<file path="config.mk">
export PLATFORM = sky130hd
export DESIGN_NAME = jtframe_ram_sched
export DESIGN_NICKNAME = d
export VERILOG_FILES = /design/src/rtl/jtframe_ram_sched_pkg.sv /design/src/rtl/jtframe_rr_arb.sv /design/src/rtl/jtframe_ram_sched.sv
export SDC_FILE = /design/constraint.sdc
export NUM_CORES = 1
export LEC_CHECK = 0
export BUFFER_PORTS_ARGS = -buffer_cell sky130_fd_sc_hd__buf_2
export CORE_MARGIN = 1
export CORE_UTILIZATION = 53
export CTS_CLUSTER_DIAMETER = 30
export CTS_CLUSTER_SIZE = 24
export DETAILED_ROUTE_END_ITERATION = 12
export MAX_ROUTING_LAYER = met4
export PLACE_DENSITY = 0.95
export SLEW_MARGIN = 20
export SYNTH_ARGS = -nofsm -noshare
export SYNTH_HDL_FRONTEND = slang
export SYNTH_SLANG_ARGS = --single-unit
</file>
<file path="constraint.sdc">
create_clock -name clk -period 4 [get_ports clk]
set_input_delay 0.4 -clock clk [delete_from_list [all_inputs] [get_ports clk]]
set_output_delay 0.4 -clock clk [all_outputs]
set_load 0.02 [all_outputs]
</file>
<file path="src/rtl/jtframe_ram_sched_pkg.sv">
// Shared types for the RAM port-0 scheduler: FSM encoding and pipeline record.
package jtframe_ram_sched_pkg;

  typedef enum logic [1:0] {
    CLEAR = 2'd0,
    RUN   = 2'd1,
    DRAIN = 2'd2
  } state_t;

  // Index field is sized for the largest supported requester count (8).
  localparam int IDXW = 3;

  typedef struct packed {
    logic            vld;
    logic [IDXW-1:0] idx;
  } pipe_t;

endpackage

</file>
<file path="src/rtl/jtframe_rr_arb.sv">
// Round-robin picker: first eligible index at or above the pointer, wrapping.
module jtframe_rr_arb #(
  parameter int NREQ = 3
) (
  input  logic            clk,
  input  logic            rst_n,
  input  logic            en,
  input  logic [NREQ-1:0] elig,
  output logic [NREQ-1:0] gnt,
  output logic            vld
);

  localparam int PW = $clog2(NREQ);

  logic [PW-1:0] ptr;
  logic [PW-1:0] sel;
  logic          found;

  always_comb begin
    found = 1'b0;
    sel   = '0;
    for (int i = 0; i < NREQ; i++)
      if (!found && elig[i] && PW'(i) >= ptr) begin
        found = 1'b1;
        sel   = PW'(i);
      end
    // wrap-around pass over the indices below the pointer
    for (int i = 0; i < NREQ; i++)
      if (!found && elig[i]) begin
        found = 1'b1;
        sel   = PW'(i);
      end
    vld = en && found;
    gnt = vld ? ({{(NREQ-1){1'b0}}, 1'b1} << sel) : '0;
  end

  always_ff @(posedge clk or negedge rst_n) begin
    if (!rst_n)
      ptr <= '0;
    else if (vld)
      ptr <= (sel == PW'(NREQ-1)) ? '0 : sel + PW'(1);
  end

endmodule

</file>
<file path="src/rtl/jtframe_ram_sched.sv">
// Shares RAM port 0 among NREQ req/ack clients, with a full clear after reset or on clr.
module jtframe_ram_sched
  import jtframe_ram_sched_pkg::*;
#(
  parameter int             DW     = 8,
  parameter int             AW     = 10,
  parameter int             NREQ   = 3,
  parameter logic [DW-1:0]  CLRVAL = {DW{1'b0}}
) (
  input  logic               clk,
  input  logic               rst_n,
  input  logic               clr,
  input  logic [NREQ-1:0]    req,
  input  logic [NREQ-1:0]    we,
  input  logic [NREQ*AW-1:0] addr,
  input  logic [NREQ*DW-1:0] din,
  output logic [NREQ-1:0]    ack,
  output logic [DW-1:0]      dout,
  output logic               busy,
  output logic [AW-1:0]      ram_addr,
  output logic [DW-1:0]      ram_data,
  output logic               ram_we,
  input  logic [DW-1:0]      ram_q
);

  state_t          state, state_nx;
  logic [AW:0]     clr_addr, clr_inc;
  logic [NREQ-1:0] pending, elig, gnt, ack_nx;
  logic            gnt_vld, arb_en;
  pipe_t           st0, st1;
  logic [IDXW-1:0] gidx;
  logic [AW-1:0]   gaddr;
  logic [DW-1:0]   gdata;
  logic            gwe;

  assign clr_inc = clr_addr + 1'b1;
  assign elig    = req & ~pending;
  assign arb_en  = (state == RUN) && !clr;

  jtframe_rr_arb #(.NREQ(NREQ)) u_arb (
    .clk   (clk),
    .rst_n (rst_n),
    .en    (arb_en),
    .elig  (elig),
    .gnt   (gnt),
    .vld   (gnt_vld)
  );

  always_comb begin
    gidx  = '0;
    gaddr = '0;
    gdata = '0;
    gwe   = 1'b0;
    for (int i = 0; i < NREQ; i++)
      if (gnt[i]) begin
        gidx  = IDXW'(i);
        gaddr = addr[i*AW +: AW];
        gdata = din[i*DW +: DW];
        gwe   = we[i];
      end
  end

  always_comb begin
    for (int i = 0; i < NREQ; i++)
      ack_nx[i] = st1.vld && (st1.idx == IDXW'(i));
  end

  always_comb begin
    state_nx = state;
    case (state)
      CLEAR:   if (clr_inc[AW]) state_nx = RUN;
      RUN:     if (clr) state_nx = DRAIN;
      DRAIN:   if (!st0.vld && !st1.vld) state_nx = CLEAR;
      default: state_nx = CLEAR;
    endcase
  end

  always_ff @(posedge clk or negedge rst_n) begin
    if (!rst_n) begin
      state    <= CLEAR;
      clr_addr <= '0;
      pending  <= '0;
      st0      <= '0;
      st1      <= '0;
      ack      <= '0;
      dout     <= '0;
      busy     <= 1'b0;
      ram_addr <= '0;
      ram_data <= '0;
      ram_we   <= 1'b0;
    end else begin
      state   <= state_nx;
      // covers the whole clear including its final write cycle
      busy    <= (state != RUN) || (state_nx != RUN);
      st0.vld <= gnt_vld;
      st0.idx <= gidx;
      st1     <= st0;
      pending <= (pending | gnt) & ~ack_nx;
      ack     <= ack_nx;
      if (st1.vld) dout <= ram_q;
      case (state)
        CLEAR: begin
          ram_we   <= 1'b1;
          ram_addr <= clr_addr[AW-1:0];
          ram_data <= CLRVAL;
          clr_addr <= clr_inc;
        end
        DRAIN: begin
          ram_we   <= 1'b0;
          clr_addr <= '0;
        end
        default: begin
          ram_we <= gnt_vld && gwe;
          if (gnt_vld) begin
            ram_addr <= gaddr;
            ram_data <= gdata;
          end
        end
      endcase
    end
  end

endmodule

</file>
=== Word-level counts from Yosys, hierarchy flattened ===
Index checks and enable logic that the tools add are counted.

* Word-level logic and storage cells: 96
* Output and inout port bits: 31
* Bits in registers: 57
* Input bits: 71

* Reduce and logical (&&, ||, !) cells: 29
* Mux-type cells: 34
* Shifts and indexed selects: 1
* Add/subtract/negate cells: 2
* Equal/unequal tests: 7
* Order comparisons: 3
* Bitwise logic cells: 6

{| class="wikitable"
|+ Operator list
! operator !! count
|-
| 10-bit two-way mux || 4
|-
| 8-bit two-way mux || 4
|-
| 11-bit one-hot mux with 2 select lines || 1
|-
| 10-bit one-hot mux with 2 select lines || 1
|-
| 2-bit two-way mux || 8
|-
| 8-bit one-hot mux with 2 select lines || 1
|-
| 1-bit logical AND || 15
|-
| 11-bit by 1-bit adder with 11-bit output, second input constant || 1
|-
| 1-bit two-way mux || 11
|-
| 1-bit logical NOT || 8
|-
| 3-bit bitwise AND || 2
|-
| 3-bit two-way mux || 2
|-
| 3-bit NOT || 2
|-
| 2-bit one-hot mux with 3 select lines || 1
|-
| 2-bit == test, second input constant || 2
|-
| 1-bit by 2-bit >= comparator with 1-bit output, first input constant || 2
|-
| 2-bit by 1-bit != test with 1-bit output, second input constant || 2
|-
| 2-bit nonzero test || 2
|-
| 3-bit by 1-bit == test with 1-bit output, second input constant || 1
|-
| 3-bit by 2-bit == test with 1-bit output, second input constant || 1
|-
| 3-bit logical NOT || 1
|-
| 3-bit bitwise OR || 1
|-
| 1-bit by 2-bit left shift with 3-bit output, first input constant || 1
|-
| 2-bit by 1-bit adder with 2-bit output, second input constant || 1
|-
| other kinds (7) || 7
|}

=== Logic depth before layout (Yosys ltp) ===
* Depth after elaboration: 28
* Mapped depth: 7
* Mapped depth without buffers: 6

=== Hierarchy ===
From an unflattened synthesis, not the netlist that was laid out.

* Cell total of the unflattened synthesis: 251
* Area total of the unflattened synthesis: 2731.4 um^2

{| class="wikitable"
|+ By module, submodules not included
! module !! times used !! seq. area each (um^2) !! cells an instance !! area each (um^2)
|-
| jtframe_ram_sched || 1 || 1326.3 || 224 || 2506.2
|-
| jtframe_rr_arb || 1 || 50.0 || 27 || 225.2
|}

=== Least setup slack after synthesis ===
No wires, ideal clock.

* Path type: in2reg
* Start: input req[0]
* End: register ram_data[6]
* Stages: 7
* Slack: 2.382 ns
* Data required time: 3.922 ns
* Setup time: 0.078 ns
* Arrival time: 1.540 ns
* Buffers on the path: 1
* Path through: nor2b_1 -> nor3_1 -> nand2b_1 -> inv_1 -> clkbuf_1 -> nor2_1 -> o2bb2ai_1

* Longest elaborated chain between the ends: 27
* Elaborated cells between the ends (all ways): 35
* Those cells by class: shift (1); mux (17); bitwise (1); reduce/logical (16)

{| class="wikitable"
|+ Ends and longest elaborated chain
! item !! line !! text
|-
| start, declared || jtframe_ram_sched.sv:13 || <nowiki>input logic [NREQ-1:0] req,</nowiki>
|-
| 3-bit bitwise AND * || jtframe_ram_sched.sv:37 || <nowiki>assign elig = req & ~pending;</nowiki>
|-
| 1-bit logical AND || jtframe_rr_arb.sv:23 || <nowiki>if (!found && elig[i] && PW'(i) >= ptr) begin</nowiki>
|-
| 1-bit two-way mux || jtframe_rr_arb.sv:23 ||
|-
| 1-bit logical NOT || jtframe_rr_arb.sv:23 ||
|-
| 1-bit logical AND (2 in a row) || jtframe_rr_arb.sv:23 ||
|-
| 1-bit two-way mux || jtframe_rr_arb.sv:23 ||
|-
| 1-bit logical NOT || jtframe_rr_arb.sv:23 ||
|-
| 1-bit logical AND (2 in a row) || jtframe_rr_arb.sv:23 ||
|-
| (+7 left out) || -- ||
|-
| 1-bit logical NOT || jtframe_rr_arb.sv:29 || <nowiki>if (!found && elig[i]) begin</nowiki>
|-
| 1-bit logical AND || jtframe_rr_arb.sv:29 ||
|-
| 2-bit two-way mux / 1-bit two-way mux (equally long branches) || jtframe_rr_arb.sv:29 ||
|-
| 1-bit by 2-bit left shift with 3-bit output / 1-bit logical AND (equally long branches) || jtframe_rr_arb.sv:34, jtframe_rr_arb.sv:33 ||
|-
| 3-bit two-way mux || jtframe_rr_arb.sv:34 || <nowiki>gnt = vld ? ({{(NREQ-1){1'b0}}, 1'b1} << sel) : '0;</nowiki>
|-
| 8-bit two-way mux (3 in a row) || jtframe_ram_sched.sv:55 || <nowiki>if (gnt[i]) begin</nowiki>
|-
| 8-bit two-way mux || jtframe_ram_sched.sv:114 || <nowiki>if (gnt_vld) begin</nowiki>
|-
| 8-bit one-hot mux with 2 select lines || jtframe_ram_sched.sv:101 || <nowiki>case (state)</nowiki>
|-
| end signal, assigned || jtframe_ram_sched.sv:116 || <nowiki>ram_data <= gdata;</nowiki>
|-
| end, declared || jtframe_ram_sched.sv:21 || <nowiki>output logic [DW-1:0] ram_data,</nowiki>
|}

Every way passes the cells marked *; elsewhere a longest branch is shown, timed or not. The select of a mux whose other input is x is not followed.
A chain may end at the register's enable or synchronous reset.

=== Final worst setup path ===
* Start: register pending[1]
* End: register ram_data[6]

* Longest elaborated chain between the ends: 25
* Elaborated cells between the ends (all ways): 33
* Those cells by class: shift (1); mux (16); bitwise (2); reduce/logical (14)

{| class="wikitable"
|+ Ends and longest elaborated chain
! item !! line !! text
|-
| start, declared || jtframe_ram_sched.sv:28 || <nowiki>logic [NREQ-1:0] pending, elig, gnt, ack_nx;</nowiki>
|-
| start signal, assigned || jtframe_ram_sched.sv:98 || <nowiki>pending <= (pending | gnt) & ~ack_nx;</nowiki>
|-
| 3-bit NOT * || jtframe_ram_sched.sv:37 ||
|-
| 3-bit bitwise AND * || jtframe_ram_sched.sv:37 ||
|-
| 1-bit logical AND (2 in a row) || jtframe_rr_arb.sv:23 ||
|-
| 1-bit two-way mux || jtframe_rr_arb.sv:23 ||
|-
| 1-bit logical NOT || jtframe_rr_arb.sv:23 ||
|-
| 1-bit logical AND (2 in a row) || jtframe_rr_arb.sv:23 ||
|-
| 1-bit two-way mux || jtframe_rr_arb.sv:23 ||
|-
| 1-bit logical NOT || jtframe_rr_arb.sv:29 ||
|-
| (+5 left out) || -- ||
|-
| 1-bit logical NOT || jtframe_rr_arb.sv:29 ||
|-
| 1-bit logical AND || jtframe_rr_arb.sv:29 ||
|-
| 2-bit two-way mux / 1-bit two-way mux (equally long branches) || jtframe_rr_arb.sv:29 ||
|-
| 1-bit by 2-bit left shift with 3-bit output / 1-bit logical AND (equally long branches) || jtframe_rr_arb.sv:34, jtframe_rr_arb.sv:33 ||
|-
| 3-bit two-way mux || jtframe_rr_arb.sv:34 ||
|-
| 8-bit two-way mux (3 in a row) || jtframe_ram_sched.sv:55 ||
|-
| 8-bit two-way mux || jtframe_ram_sched.sv:114 ||
|-
| 8-bit one-hot mux with 2 select lines || jtframe_ram_sched.sv:101 ||
|}

Marks and branches as above.

==> summary.md <==
| Metric | Value |
|---|---|
| Outcome | completed |
| Placed cell count | 421 |
| Layout cell share with drive strength beyond 1 | 35.08% |
| Clk root buf | clkbuf_8 |
| RePlAce Congestion | 0.8812 |
| Post-Route WL | 6789 um |
| Net Sw Frac | 23.48% |
| Die ar. | 0.005355 sq mm |
| CTS buffer count | 5 |
| Synth Cell Area | 0.002685 sq mm |
| Die Ht | 73.18 um |
| Clk_skew | 0.008883 ns |
| Max FO, Critical Path | 30 |
| Setup slack, reg-to-reg | 1.37 ns |
| Worst path slowest cell | nor2b_1 |
| Pleak | 0.001610 uW |
| CTS Sinks | 55 |
| Core Rows | 25 |
| Initial Utilization | 56.10% |
| #FFs+latches synth | 55 |
| DR iter-0 viols | 231 |
| Port bufs | 101 |
| Slew @ Worst Pin | 0.9549 ns |
| NetSw | 217.3 uW |
| Most frequent cell after synthesis | dfrtp_1 |
| Highest clock rate | 380.1 MHz |
| CP arrival | 2.83 ns |
| Count of final setup violators | 0 |
| Critical Path End | ram_data[6] |
| Ys flop type | dfrtp_1 |
| Layout area overhead | 22.83% |
| Die width | 73.18 um |
| PD cells | 280.5 mW/mm^2 |
| Gate power share | 7.5% |
| Reg-to-reg startpoint | pending[1] |
| RSZ-0062 raised after global routing | false |
| Minimum clock period | 2.631 ns |
| Max clock buf depth | 2 |
| Post-synth ARST share | 100.0% |
| Top Ports | 102 |
| Synth area leaders | dfrtp_1 51%, nand2_1 5.0%, o21ai_0 4.7%, mux2i_1 3.7%, nor2_1 3.5% |
| Detailed placement HPWL | 4998 um |
| Final nets | 433 |
| Final hold viol count | 0 |
| Yosys top cell area share | 51.26% |
| Post_cts resized | 0 |
| DR vias/cell | 5.818 |
| WL/cell | 15.83 um |
| H-Tree Depth | 2 |
| Slew HR | 36.06% |
| TritonCTS clock tree | done |
| List of most frequent post-synthesis cells | 55 x dfrtp_1, 36 x nand2_1, 25 x nor2_1, 25 x o21ai_0 |
| Seq pwr share | 60.0% |
| Vias | 2496 |
| Largest net degree at the start of global routing | 56 |
| Antenna Cells | 0 |
| Mapped Nets | 339 |
| Hold Path Class | primary input to asynchronous set/reset pin |
| Initial antenna violation count | 0 |
| Required @ worst endpoint | 4.19 ns |
| Avg Inst Size Synth | 10.06 sq um |
| Final std cells w/o fill | 429 |
| Worst skew pair latency | 0.31 ns |
| Total GRT Usage | 28.28% |
| Critical R2R Capture | ram_data[6] |
| Synth area leader | dfrtp_1 |
| Slew Viols, Final | 0 |
| Worst ir drop on vdd | 0.1633 mV |
| Period utilization | 65.77% |
| Worst Setup SP | pending[1] |
| Slowest stage delay, CP | 0.66 ns |
| DRC | 0 |
| Family with the most delay on the worst path | simple AND/OR/NAND/NOR gates |
| CP cell instances | nor2b_1 > nor3_1 > nand2b_1 > inv_1 > nor2_1 > o2bb2ai_1 |
| Sequential fraction of the synthesis area | 51.26% |
| First-pass GRT wire length | 11120 um |
| Critical path depth | 6 |
| Post-detailed-route count of antenna-violating nets | 0 |
| Crit end category | flip-flop |
| Ys Warns | 0 |
| Post-CTS Setup Bufs | 0 |
| Gr ovfl total | 0 |
| Register-to-Register Path Depth | 6 |
| Setup total negative slack | 0 ns |
| Number of global-route vias before repair | 2438 |
| Core box area | 0.004786 sq mm |
| Synth Instances | 267 |
| Drt pass-1 iters | 5 |
| Hold_buf cts | 0 |
| Startpoint types | flip-flop |
| Worst-path clk slew | 0.10 ns |
| Max cap viols | 0 |
| Clock power frac | 32.4% |
| Post-synth EDFFs | 0 |
| Int Pwr | 707.9 uW |
| Setup CP Type | flip-flop to flip-flop |
| Netlist cell types | 40 |
| Bufs and invs on worst path | 1 |
power groups by stage:
stage | logic [uW] | registers, uW | clock network [uW]
floorplan | 19.5 | 567 | 0
global placement | 68.2 | 567 | 0
detailed placement | 69.7 | 567 | 0
CTS | 70.0 | 556 | 302
global route | 78.2 | 556 | 320
finish | 69.6 | 556 | 300
how the worst min path moves through the flow:
stage | startpoint | end | depth (start not counted)
global route | rst_n | ack[0] | 2
detailed placement | st0[0] | st1[0] | 0
CTS | rst_n | ram_addr[8] | 2
finish | rst_n | pending[1] | 2
global placement | st0[1] | st1[1] | 0
floorplan | rst_n | ack[0] | 0
registers in the layout, indices dropped and copies added, names as in the netlist:
name / count
ram_addr: 10
clr_addr: 11
dout: 8
st1: 3
u_arb.ptr: 2
ram_we: 1
st0: 3
busy: 1
ack: 3
ram_data: 8
pending: 3
state: 2
placed cells by master (no fill, tap or decap), types with 3 or more instances in the layout:
cell       count
nor2_1        25
a21oi_1        4
nand3_1        4
nand2_1       36
and3_1         3
nor3_1         3
o2bb2ai_1      8
o22ai_1       10
nor3b_1        3
a221oi_1       9
clkinv_2       3
dfrtp_1       55
mux2_2         8
clkbuf_8       5
nor2b_1        7
xor2_1         3
o21ai_0       25
mux2i_1       10
nand2b_1       3
a22oi_1       10
buf_2        101
buf_4          3
xnor2_1        3
metal layers:
metal  GRT usage [%]  wire length, um
met5               -                0
met4           6.754               95
met3           4.834              574
met2           47.94             3423
met1           35.30             2695
layout make-up:
| cell class | instances | area, sq um |
|---|---|---|
| clock inverter | 3 | 15.01 |
| clock buffer | 5 | 68.82 |
| inverter | 3 | 11.26 |
| timing repair buffer | 104 | 528.0 |
| sequential | 55 | 1376 |
| fill | 390 | 1488 |
| tap | 67 | 83.83 |
| multi-input combinational | 192 | 1215 |
cells by family (layout without fill, tap and decap cells):
family	Yosys count	in the layout	share of synthesized area (%)
simple gates	92	92	16.87
compound gates	75	75	18.87
flops	55	55	51.26
buf+inv	20	115	3.495
mux	18	18	7.083
xor+xnor	6	6	1.957
fa+ha+maj	1	1	0.4659
stage by stage:
| step | hold WS (ns) | area [sq um] | worst slack, ns | power [uW] | util [%] |
|---|---|---|---|---|---|
| 6_report | 0.1911 | 3298 | 1.369 | 925.2 | 68.92 |
| 5_1_grt | 0.2727 | 3298 | 1.115 | 954.2 | 68.92 |
| 4_1_cts | 0.2276 | 3298 | 1.400 | 927.5 | 68.92 |
| 3_5_place_dp | 0.3362 | 3214 | 1.297 | 636.3 | 67.16 |
| 3_3_place_gp | 0.3326 | 3214 | 1.375 | 634.7 | 67.16 |
| 2_1_floorplan | 0.1044 | 2685 | 2.382 | 586.2 | - |
(Power assumes the default switching activity.)
